## src/rtl/nfifo2mem_rel.sv

```systemverilog
// Multi-flow write FIFOs sharing one word memory, with head-relative random-access
// reads, explicit per-flow release, flush and a stallable 1/2-stage read pipeline.
module nfifo2mem_rel #(
  parameter int DATA_WIDTH = 64,
  parameter int FLOWS      = 4,
  parameter int BLOCK_SIZE = 8,
  parameter int AF_LVL     = 6,
  parameter int OUTPUT_REG = 0
) (
  input  logic                                      CLK,
  input  logic                                      RESET_N,
  input  logic [DATA_WIDTH-1:0]                     DATA_IN,
  input  logic [FLOWS-1:0]                          WRITE,
  output logic [FLOWS-1:0]                          FULL,
  output logic [FLOWS-1:0]                          ALMOST_FULL,
  input  logic [FLOWS-1:0]                          FLUSH,
  input  logic [$clog2(FLOWS)-1:0]                  BLOCK_ADDR,
  input  logic [$clog2(BLOCK_SIZE)-1:0]             RD_ADDR,
  input  logic                                      READ,
  input  logic                                      PIPE_EN,
  output logic [DATA_WIDTH/FLOWS-1:0]               DATA_OUT,
  output logic                                      DATA_VLD,
  input  logic [FLOWS*($clog2(BLOCK_SIZE)+1)-1:0]   REL_LEN,
  input  logic [FLOWS-1:0]                          REL_LEN_DV,
  output logic [FLOWS-1:0]                          REL_ERR,
  output logic [FLOWS-1:0]                          EMPTY,
  output logic [FLOWS*($clog2(BLOCK_SIZE)+1)-1:0]   STATUS
);

  localparam int FW = DATA_WIDTH / FLOWS;
  localparam int AW = $clog2(BLOCK_SIZE);
  localparam int CW = AW + 1;

  logic [FLOWS*FW-1:0] flow_word;
  logic [FLOWS-1:0]    flow_rd_ok;

  for (genvar g = 0; g < FLOWS; g++) begin : g_flow
    logic [AW-1:0] wr_ptr;
    logic [AW-1:0] rd_ptr;
    logic [CW-1:0] cnt;
    logic          err;
    logic [FW-1:0] mem [BLOCK_SIZE];
    logic [CW-1:0] rel_field;
    logic [CW-1:0] rel;
    logic          over;
    logic          wr_acc;
    logic [AW-1:0] rd_idx;

    assign rel_field = REL_LEN[g*CW +: CW];
    assign wr_acc    = WRITE[g] & ~FULL[g];
    assign over      = REL_LEN_DV[g] && (rel_field > cnt);
    // Release is clamped to what the flow actually holds; the excess only raises the error flag.
    assign rel       = !REL_LEN_DV[g] ? '0 : (over ? cnt : rel_field);

    assign FULL[g]              = (cnt == CW'(BLOCK_SIZE));
    assign ALMOST_FULL[g]       = (cnt >= CW'(AF_LVL));
    assign EMPTY[g]             = (cnt == '0);
    assign STATUS[g*CW +: CW]   = cnt;
    assign REL_ERR[g]           = err;

    always_ff @(posedge CLK or negedge RESET_N) begin
      if (!RESET_N) begin
        wr_ptr <= '0;
        rd_ptr <= '0;
        cnt    <= '0;
        err    <= 1'b0;
      end else if (FLUSH[g]) begin
        wr_ptr <= '0;
        rd_ptr <= '0;
        cnt    <= '0;
        err    <= 1'b0;
      end else begin
        if (wr_acc) wr_ptr <= wr_ptr + AW'(1);
        rd_ptr <= rd_ptr + rel[AW-1:0];
        cnt    <= cnt + CW'(wr_acc) - rel;
        if (over) err <= 1'b1;
      end
    end

    // Flush does not gate the memory write: the pointer reset makes the word unreachable anyway.
    always_ff @(posedge CLK) begin
      if (wr_acc) mem[wr_ptr] <= DATA_IN[g*FW +: FW];
    end

    assign rd_idx                 = rd_ptr + RD_ADDR;
    assign flow_word[g*FW +: FW]  = mem[rd_idx];
    assign flow_rd_ok[g]          = ({1'b0, RD_ADDR} < cnt);
  end

  logic [FW-1:0] sel_word;
  logic          sel_ok;
  logic [FW-1:0] s1_data;
  logic          s1_vld;

  assign sel_word = flow_word[BLOCK_ADDR*FW +: FW];
  assign sel_ok   = flow_rd_ok[BLOCK_ADDR];

  // Memory is sampled before this edge's writes land, giving read-before-write behaviour.
  always_ff @(posedge CLK or negedge RESET_N) begin
    if (!RESET_N) begin
      s1_vld  <= 1'b0;
      s1_data <= '0;
    end else if (PIPE_EN) begin
      s1_vld <= READ & sel_ok;
      if (READ) s1_data <= sel_word;
    end
  end

  if (OUTPUT_REG != 0) begin : g_oreg
    logic [FW-1:0] s2_data;
    logic          s2_vld;

    always_ff @(posedge CLK or negedge RESET_N) begin
      if (!RESET_N) begin
        s2_vld  <= 1'b0;
        s2_data <= '0;
      end else if (PIPE_EN) begin
        s2_vld  <= s1_vld;
        s2_data <= s1_data;
      end
    end

    assign DATA_OUT = s2_data;
    assign DATA_VLD = s2_vld;
  end else begin : g_noreg
    assign DATA_OUT = s1_data;
    assign DATA_VLD = s1_vld;
  end

endmodule

```

## config.mk

```make
export PLATFORM = sky130hd
export DESIGN_NAME = nfifo2mem_rel
export DESIGN_NICKNAME = d
export VERILOG_FILES = /design/src/rtl/nfifo2mem_rel.sv
export SDC_FILE = /design/constraint.sdc
export NUM_CORES = 1
export LEC_CHECK = 0
export BUFFER_PORTS_ARGS = -buffer_cell sky130_fd_sc_hd__buf_2
export CAP_MARGIN = 15
export CELL_PAD_IN_SITES_DETAIL_PLACEMENT = 0
export CELL_PAD_IN_SITES_GLOBAL_PLACEMENT = 1
export CORE_ASPECT_RATIO = 1.4
export CORE_UTILIZATION = 41
export CTS_BUF_LIST = sky130_fd_sc_hd__clkbuf_8
export CTS_CLUSTER_DIAMETER = 100
export DETAILED_ROUTE_END_ITERATION = 8
export PLACE_DENSITY = 0.74
export SLEW_MARGIN = 20
export SYNTH_ARGS = -nofsm -noshare
export SYNTH_HDL_FRONTEND = slang
export SYNTH_SLANG_ARGS = --single-unit
```

## constraint.sdc

```tcl
create_clock -name CLK -period 7.4 [get_ports CLK]
set_input_delay 0.74 -clock CLK [delete_from_list [all_inputs] [get_ports CLK]]
set_output_delay 0.74 -clock CLK [all_outputs]
set_load 0.02 [all_outputs]
```

==> results of run 1 <==
## registers in the layout (all words and copies together), names as in the netlist
signal         count
g_flow.err         4
g_flow.cnt        16
DATA_VLD           1
g_flow.wr_ptr     12
g_flow.mem       512
g_flow.rd_ptr     12
DATA_OUT          16
## cells in the mapped netlist (all sizes together)
library cell,number
nor3,12
and3,4
fa,12
and2,5
a32oi,32
o21ai,28
inv,41
nand2b,16
o22ai,1
nor2b,22
mux4,129
xnor2,18
a21oi,24
clkbuf,19
a21o,8
nand2,141
nand4,4
or3,4
mux2,8
o211a,4
o21a,8
nor4,4
edfxtp,512
mux2i,32
ha,60
dlygate4sd1,2
dfrtp,61
xor2,12
buf,31
o211ai,4
nor2,53
## final cells by class
| cell class | instances | area (µm²) | area share, % |
|---|---|---|---|
| Clock inverter | 62 | 378 | 1.38 |
| Clock buffer | 95 | 1310 | 4.79 |
| Timing Repair Buffer | 170 | 912 | 3.34 |
| Antenna cell | 5 | 12.5 | 0.0458 |
| Tap cell | 742 | 928 | 3.40 |
| Sequential cell | 573 | 16900 | 61.9 |
| Multi-Input combinational cell | 645 | 6720 | 24.6 |
| Inverter | 41 | 154 | 0.563 |
## through the flow
stage / hold slack, ns / cells / setup slack [ns]
3_5_place_dp: 0.476 / 2169 / 3.61
3_3_place_gp: 0.468 / 2169 / 3.62
4_1_cts: 0.265 / 2327 / 3.80
5_1_grt: 0.298 / 2331 / 3.57
2_1_floorplan: 0.444 / 1311 / 3.93
6_report: 0.303 / 2333 / 3.85
## path summary, 6_finish.rpt
kind | from | end | slack (ns) | cells after the start
min in group asynchronous | RESET_N | g_flow[3].err$_DFFE_PN0P_ | 0.52 | 2
hold reg to reg | DATA_OUT[9]$_DFFE_PN0P_ | DATA_OUT[9]$_DFFE_PN0P_ | 0.49 | 2
max in group asynchronous | RESET_N | g_flow[1].err$_DFFE_PN0P_ | 5.89 | 3
hold / removal | PIPE_EN | DATA_VLD$_DFFE_PN0P_ | 0.30 | 2
setup reg to reg | g_flow[3].cnt[1]$_DFF_PN0_ | g_flow[3].cnt[3]$_DFF_PN0_ | 3.85 | 14
setup / recovery | g_flow[3].cnt[1]$_DFF_PN0_ | g_flow[3].cnt[3]$_DFF_PN0_ | 3.85 | 14
## critical path, stage by stage, from the launching register on
cell     delay (ns)
dfrtp_1        0.46
inv_1          0.15
ha_1           0.31
nor2b_1        0.13
o21a_1         0.16
o21a_1         0.18
o211a_1        0.27
a21oi_1        0.27
ha_1           0.32
ha_1           0.31
a21o_1         0.15
a21oi_1        0.17
xor2_1         0.10
or3_1          0.35
a21oi_1        0.16
## logic make-up (layout without fill, tap and decap cells)
group	after synthesis	after routing	share of synthesized area (%)
AOI/OAI and AO/OA	109	109	3.08
xor gates and xnor gates	30	30	1.43
adders and majority gates	72	72	4.14
buffers and inverters	93	368	2.00
DFF	573	573	70.6
muxes	169	169	13.9
other	0	5	0
and+or+nand+nor	265	265	4.84
## power groups by stage
stage / combinational, µW / clock (µW) / sequential [µW]
3_3_place_gp: 2940 / 0 / 4010
3_5_place_dp: 2970 / 0 / 4020
2_1_floorplan: 2000 / 0 / 4050
6_report: 2910 / 2510 / 3950
5_1_grt: 3170 / 2690 / 3980
4_1_cts: 2980 / 2560 / 3960
## routing by layer
layer  wire length (µm)  up-vias  share of wire, %
met5                115        -              0.21
met4               1420       16               2.6
met3               3300       95               6.1
met2              28500      366                53
met1              20800     6389                38
li1                   -     5576                 -
## what timing repair did
action	4_1_cts	5_1_grt
endpoints found under the hold margin	21	0
hold buffers	1	0
gates resized for setup	0	0
==> metrics.csv, run 1 <==
stage,metric,value,unit
clock_network,cts_setup_buffers,0,
floorplanning,die_x,206,µm
cells_and_area,drive_gt1_share,29.7,%
synthesis,yosysWarningCount,0,
setup_path,start_kind,flop,
synthesis,synth_area,0.0239,mm²
sta,period_share,48.0,%
routing,drt_wl_total,54200,µm
pwr,peakVddDrop,194,µV
floorplanning,initial_core_util,41.5,%
routing,num_vias,12400,
grt,grtUsageMet2,32.5,%
synthesis,yosysTopAreaCell,edfxtp_1,
sta,max_freq,281,MHz
run_status,status,"finished, violations left",
hold_path,min_path_type,input port to flop,
cells_and_area,final_common_cell,edfxtp_1,
grt,grt_overflow,0,
sta,worstMarginPinSlew,1.12,ns
sta,setup_viol,0,
floorplanning,io_pins,150,
pwr,p_sw,3070,µW
placed_design,placement.cell_area,0.0256,mm²
synthesis,syn-num-nets,1484,
setup_path,path_class,flop to flop,
grt,grt_use_met3,3.58,%
pwr,finalPower,9370,µW
placed_design,portBuffers,149,
pwr,seq_power_share,42.2,%
sta,fin_worst_skew,0.0389,ns
run_status,violations,DRC,
grt,grt_pass1_vias,12900,
grt,grt_pass1_wl,80400,µm
setup_path,cp_max_fo,6,
routing,drt_iter0_markers,850,
clock_network,clock_path_buffers,3,
grt,grt_max_degree,41,
synthesis,synthTopCellsByArea,"edfxtp_1 64%, mux4_2 12%, dfrtp_1 6.4%",
pwr,power.leakage,0.00974,µW
clock_network,clk_pin_slew_worst_paths,0.06,ns
sta,rsz0062_at_grt,false,
routing,drcViolationCount,24,
pwr,p_sw_share,32.7,%
pwr,power.internal,6310,µW
grt,grt_busiest_layer,met2,
synthesis,synth_cells,1311,
routing,first_pass_iters,7,
sta,maxSlewViolCount,0,
synthesis,yosys_register_bits,573,
cells_and_area,postLayoutCoreUtil,47.4,%
sta,period_needed,3.55,ns
sta,fin_setup_tns,0,ns
pwr,combPwrFrac,31.0,%
synthesis,ys_seq_area_share,70.6,%
floorplanning,placementRows,104,
synthesis,synth_top_area_share,64.3,%
routing,routedWlPerCell,23.2,µm
floorplanning,die_h,288,µm
floorplanning,dieArea,0.0593,mm²
cells_and_area,final_area,0.0273,mm²
pwr,power.density,343,mW/mm²
job,maxCapViolCount,0,
cells_and_area,final_cell_mix,"512 x edfxtp_1, 148 x buf_2, 141 x nand2_1, 128 x mux4_2, 95 x clkbuf_8",
sta,finalHoldViolations,0,
routing,post_drt_via_cell_ratio,5.33,
clock_network,cts-root-buf,clkbuf_8,
routing,ant_nets,0,
grt,grtUsageMet1,23.1,%
cells_and_area,fill_cells,4845,
clock_network,cts_tree,yes,
floorplanning,fp.coreArea,0.0576,mm²
placed_design,hpwl,34800,µm
grt,grt.total_usage,18.7,%
placed_design,gp_congestion,0.792,
cells_and_area,nets,1689,
synthesis,ys_types,41,
clock_network,cts_buffers,85,
clock_network,htreeDepth,3,
grt,antenna_found_initial,17,
pwr,clock_power_share,26.8,%
setup_path,required,8.00,ns
sta,slew_headroom,25.3,%
clock_network,numClockSinks,573,
setup_path,end_kind,flop,
setup_path,worstPathArrival,4.15,ns
synthesis,syn_area_per_cell,18.3,µm²
clock_network,clk_latency,0.68,ns
cells_and_area,area_delta_synth_final,14.2,%
Power figures use the tool's default switching activity.
==> inputs of run 2 (changes only) <==
--- a/config.mk
+++ b/config.mk
@@ -14,7 +14,7 @@
 export CTS_BUF_LIST = sky130_fd_sc_hd__clkbuf_8
 export CTS_CLUSTER_DIAMETER = 100
 export DETAILED_ROUTE_END_ITERATION = 8
-export PLACE_DENSITY = 0.74
+export PLACE_DENSITY = 0.76
 export SLEW_MARGIN = 20
 export SYNTH_ARGS = -nofsm -noshare
 export SYNTH_HDL_FRONTEND = slang
==> constraint.sdc (replaced) <==
create_clock -name CLK -period 3.1 [get_ports CLK]
set_input_delay 0.31 -clock CLK [delete_from_list [all_inputs] [get_ports CLK]]
set_output_delay 0.31 -clock CLK [all_outputs]
set_load 0.02 [all_outputs]
==> run 2 against run 1 <==
  * The run ends with DRC, setup timing left
  * Flip-flop and latch count is the same
  * Largest power group unchanged
  * Clock power grew 130%
  * Sequential power is 130% higher
==> metrics.csv, run 2 (synthesized netlist as in run 1, its figures left out) <==
stage,metric,value,unit
run_status,status,"finished, violations left",
run_status,violations,"DRC, setup timing",
placed_design,dp_cells,2257,
pwr,peakVddDrop,478,µV
sta,period_needed,3.12,ns
routing,post_drt_via_cell_ratio,5.20,
placed_design,portBuffers,149,
sta,period_share,101,%
sta,maxSlewViolCount,0,
routing,num_vias,13000,
grt,grt_pass1_wl,80500,µm
sta,fin_worst_skew,0.0416,ns
routing,routedWlPerCell,21.6,µm
sta,setup_viol,1,
sta,rsz0062_at_grt,true,
clock_network,numClockSinks,573,
routing,drt_iter0_markers,819,
setup_path,start_kind,flop,
floorplanning,die_h,288,µm
grt,antenna_found_initial,7,
placed_design,gp_congestion,0.800,
cells_and_area,largest_register_ffs,512,
setup_path,cp_max_fo,2,
floorplanning,initial_core_util,41.5,%
pwr,power.leakage,0.0106,µW
clock_network,cts_tree,yes,
sta,fin_hold_ws,0.0866,ns
grt,grt_pass1_vias,13700,
clock_network,htreeDepth,3,
setup_path,required,3.66,ns
setup_path,end_kind,flop,
floorplanning,dieArea,0.0593,mm²
floorplanning,die_x,206,µm
sta,worstMarginPinSlew,1.01,ns
placed_design,hpwl,34400,µm
routing,ant_nets,0,
routing,first_pass_iters,6,
hold_path,min_path_type,input port to flop,
job,maxCapViolCount,0,
sta,max_freq,320,MHz
grt,grt.total_usage,18.6,%
cells_and_area,fin_cells,2493,
routing,drt_wl_total,53900,µm
grt,grt_max_degree,62,
placed_design,placement.cell_area,0.0264,mm²
clock_network,clk_latency,0.67,ns
clock_network,clk_pin_slew_worst_paths,0.07,ns
setup_path,worstPathArrival,3.69,ns
sta,setup_slack,-0.0229,ns
floorplanning,placementRows,104,
pwr,power.density,809,mW/mm²
cells_and_area,area_delta_synth_final,21.1,%
grt,grt_overflow,0,
cells_and_area,nets,1849,
pwr,finalPower,23400,µW
sta,slew_headroom,32.6,%
cells_and_area,final_area,0.0290,mm²
cells_and_area,final_common_cell,edfxtp_1,
cells_and_area,drive_gt1_share,32.8,%
floorplanning,fp.coreArea,0.0576,mm²
sta,finalHoldViolations,0,
clock_network,clock_path_buffers,3,
clock_network,cts-root-buf,clkbuf_8,
cells_and_area,final_cell_mix,"512 x edfxtp_1, 148 x buf_2, 141 x nand2_1, 128 x mux4_2, 100 x buf_4",
clock_network,cts_buffers,84,
cells_and_area,regMostFlops,g_flow.mem,
setup_path,path_class,flop to flop,
floorplanning,io_pins,150,
routing,drcViolationCount,17,
## run 2: changes by cell type in the layout (fill, tap and decap cells not counted), moves of 8 or more
cell | previous run | this run
buf_4 | 20 | 100
dlygate4sd3_1 | 1 | 70
nor2_1 | 34 | 53
nor2_2 | 17 | 0
ha_1 | 56 | 41
ha_4 | 0 | 15
buf_12 | 0 | 13
a21oi_1 | 24 | 13
a21oi_2 | 0 | 10
nor3_2 | 0 | 8
nor3_4 | 8 | 0
## run 2: what timing repair did
item                                   in CTS  in global routing
hold buffers                               70                  0
setup buffers                               2                  3
setup endpoints to repair                   6                  6
resized for setup                          10                 20
pin swaps                                  18                 17
endpoints found under the hold margin     613                  0
## run 2: cell type report
type                            count  area (µm²)
Clock inverter                     67         418
Inverter                           41         154
Tap cell                          742         928
Multi-Input combinational cell    645        6890
Antenna cell                        5        12.5
Clock buffer                       89        1220
Fill cell                        4747       28700
Sequential cell                   573       16900
Timing Repair Buffer              331        2450
## run 2: path summary, 6_finish.rpt
path	start	to	slack [ns]	cells after the start
min in group asynchronous	RESET_N	g_flow[3].rd_ptr[2]$_DFF_PN0_	0.37	2
min reg2reg	DATA_OUT[8]$_DFFE_PN0P_	DATA_OUT[8]$_DFFE_PN0P_	0.48	2
max reg2reg	g_flow[0].cnt[1]$_DFF_PN0_	g_flow[0].cnt[3]$_DFF_PN0_	-0.02	15
min	WRITE[3]	g_flow[3].wr_ptr[1]$_DFFE_PN0P_	0.09	4
max	g_flow[0].cnt[1]$_DFF_PN0_	g_flow[0].cnt[3]$_DFF_PN0_	-0.02	15
max in group asynchronous	RESET_N	g_flow[1].cnt[1]$_DFF_PN0_	1.99	2
## run 2: worst max-delay path, stage by stage, from the launching register on
cell and delay (ns):
dfrtp_2 0.40, inv_2 0.08, ha_4 0.20, nor2b_4 0.12, o21a_1 0.16, o21a_1 0.19
o211ai_1 0.22, and3_1 0.20, a21oi_2 0.05, ha_1 0.31, ha_1 0.28, a21o_1 0.17
a21oi_2 0.14, xor2_1 0.09, or3_4 0.33, a21oi_2 0.13
## run 2: routing by layer
layer / track usage [%] / vias up / wire (µm)
met5: 0 / - / 23
met2: 32.8 / 341 / 28700
met1: 22.4 / 6608 / 20800
met4: 8.00 / 4 / 1680
met3: 2.98 / 107 / 2790
li1: - / 5907 / -
## run 2: stage by stage
step	utilization [%]	TNS [ns]	worst slack, ns
6_report	50.3	-0.0229	-0.0229
5_1_grt	50.3	-0.532	-0.202
4_1_cts	49.9	-0.0162	-0.00872
2_1_floorplan	-	-0.0389	-0.00989
3_5_place_dp	45.8	-0.349	-0.113
3_3_place_gp	45.8	-0.0240	-0.0157
## run 2: power by group
part	leakage (µW)	total [µW]	switching [µW]	internal (µW)
registers	0.00543	9270	249	9030
clock network	0.000951	5870	2850	3020
logic	0.00421	8290	4400	3890
total	0.0106	23400	7500	15900
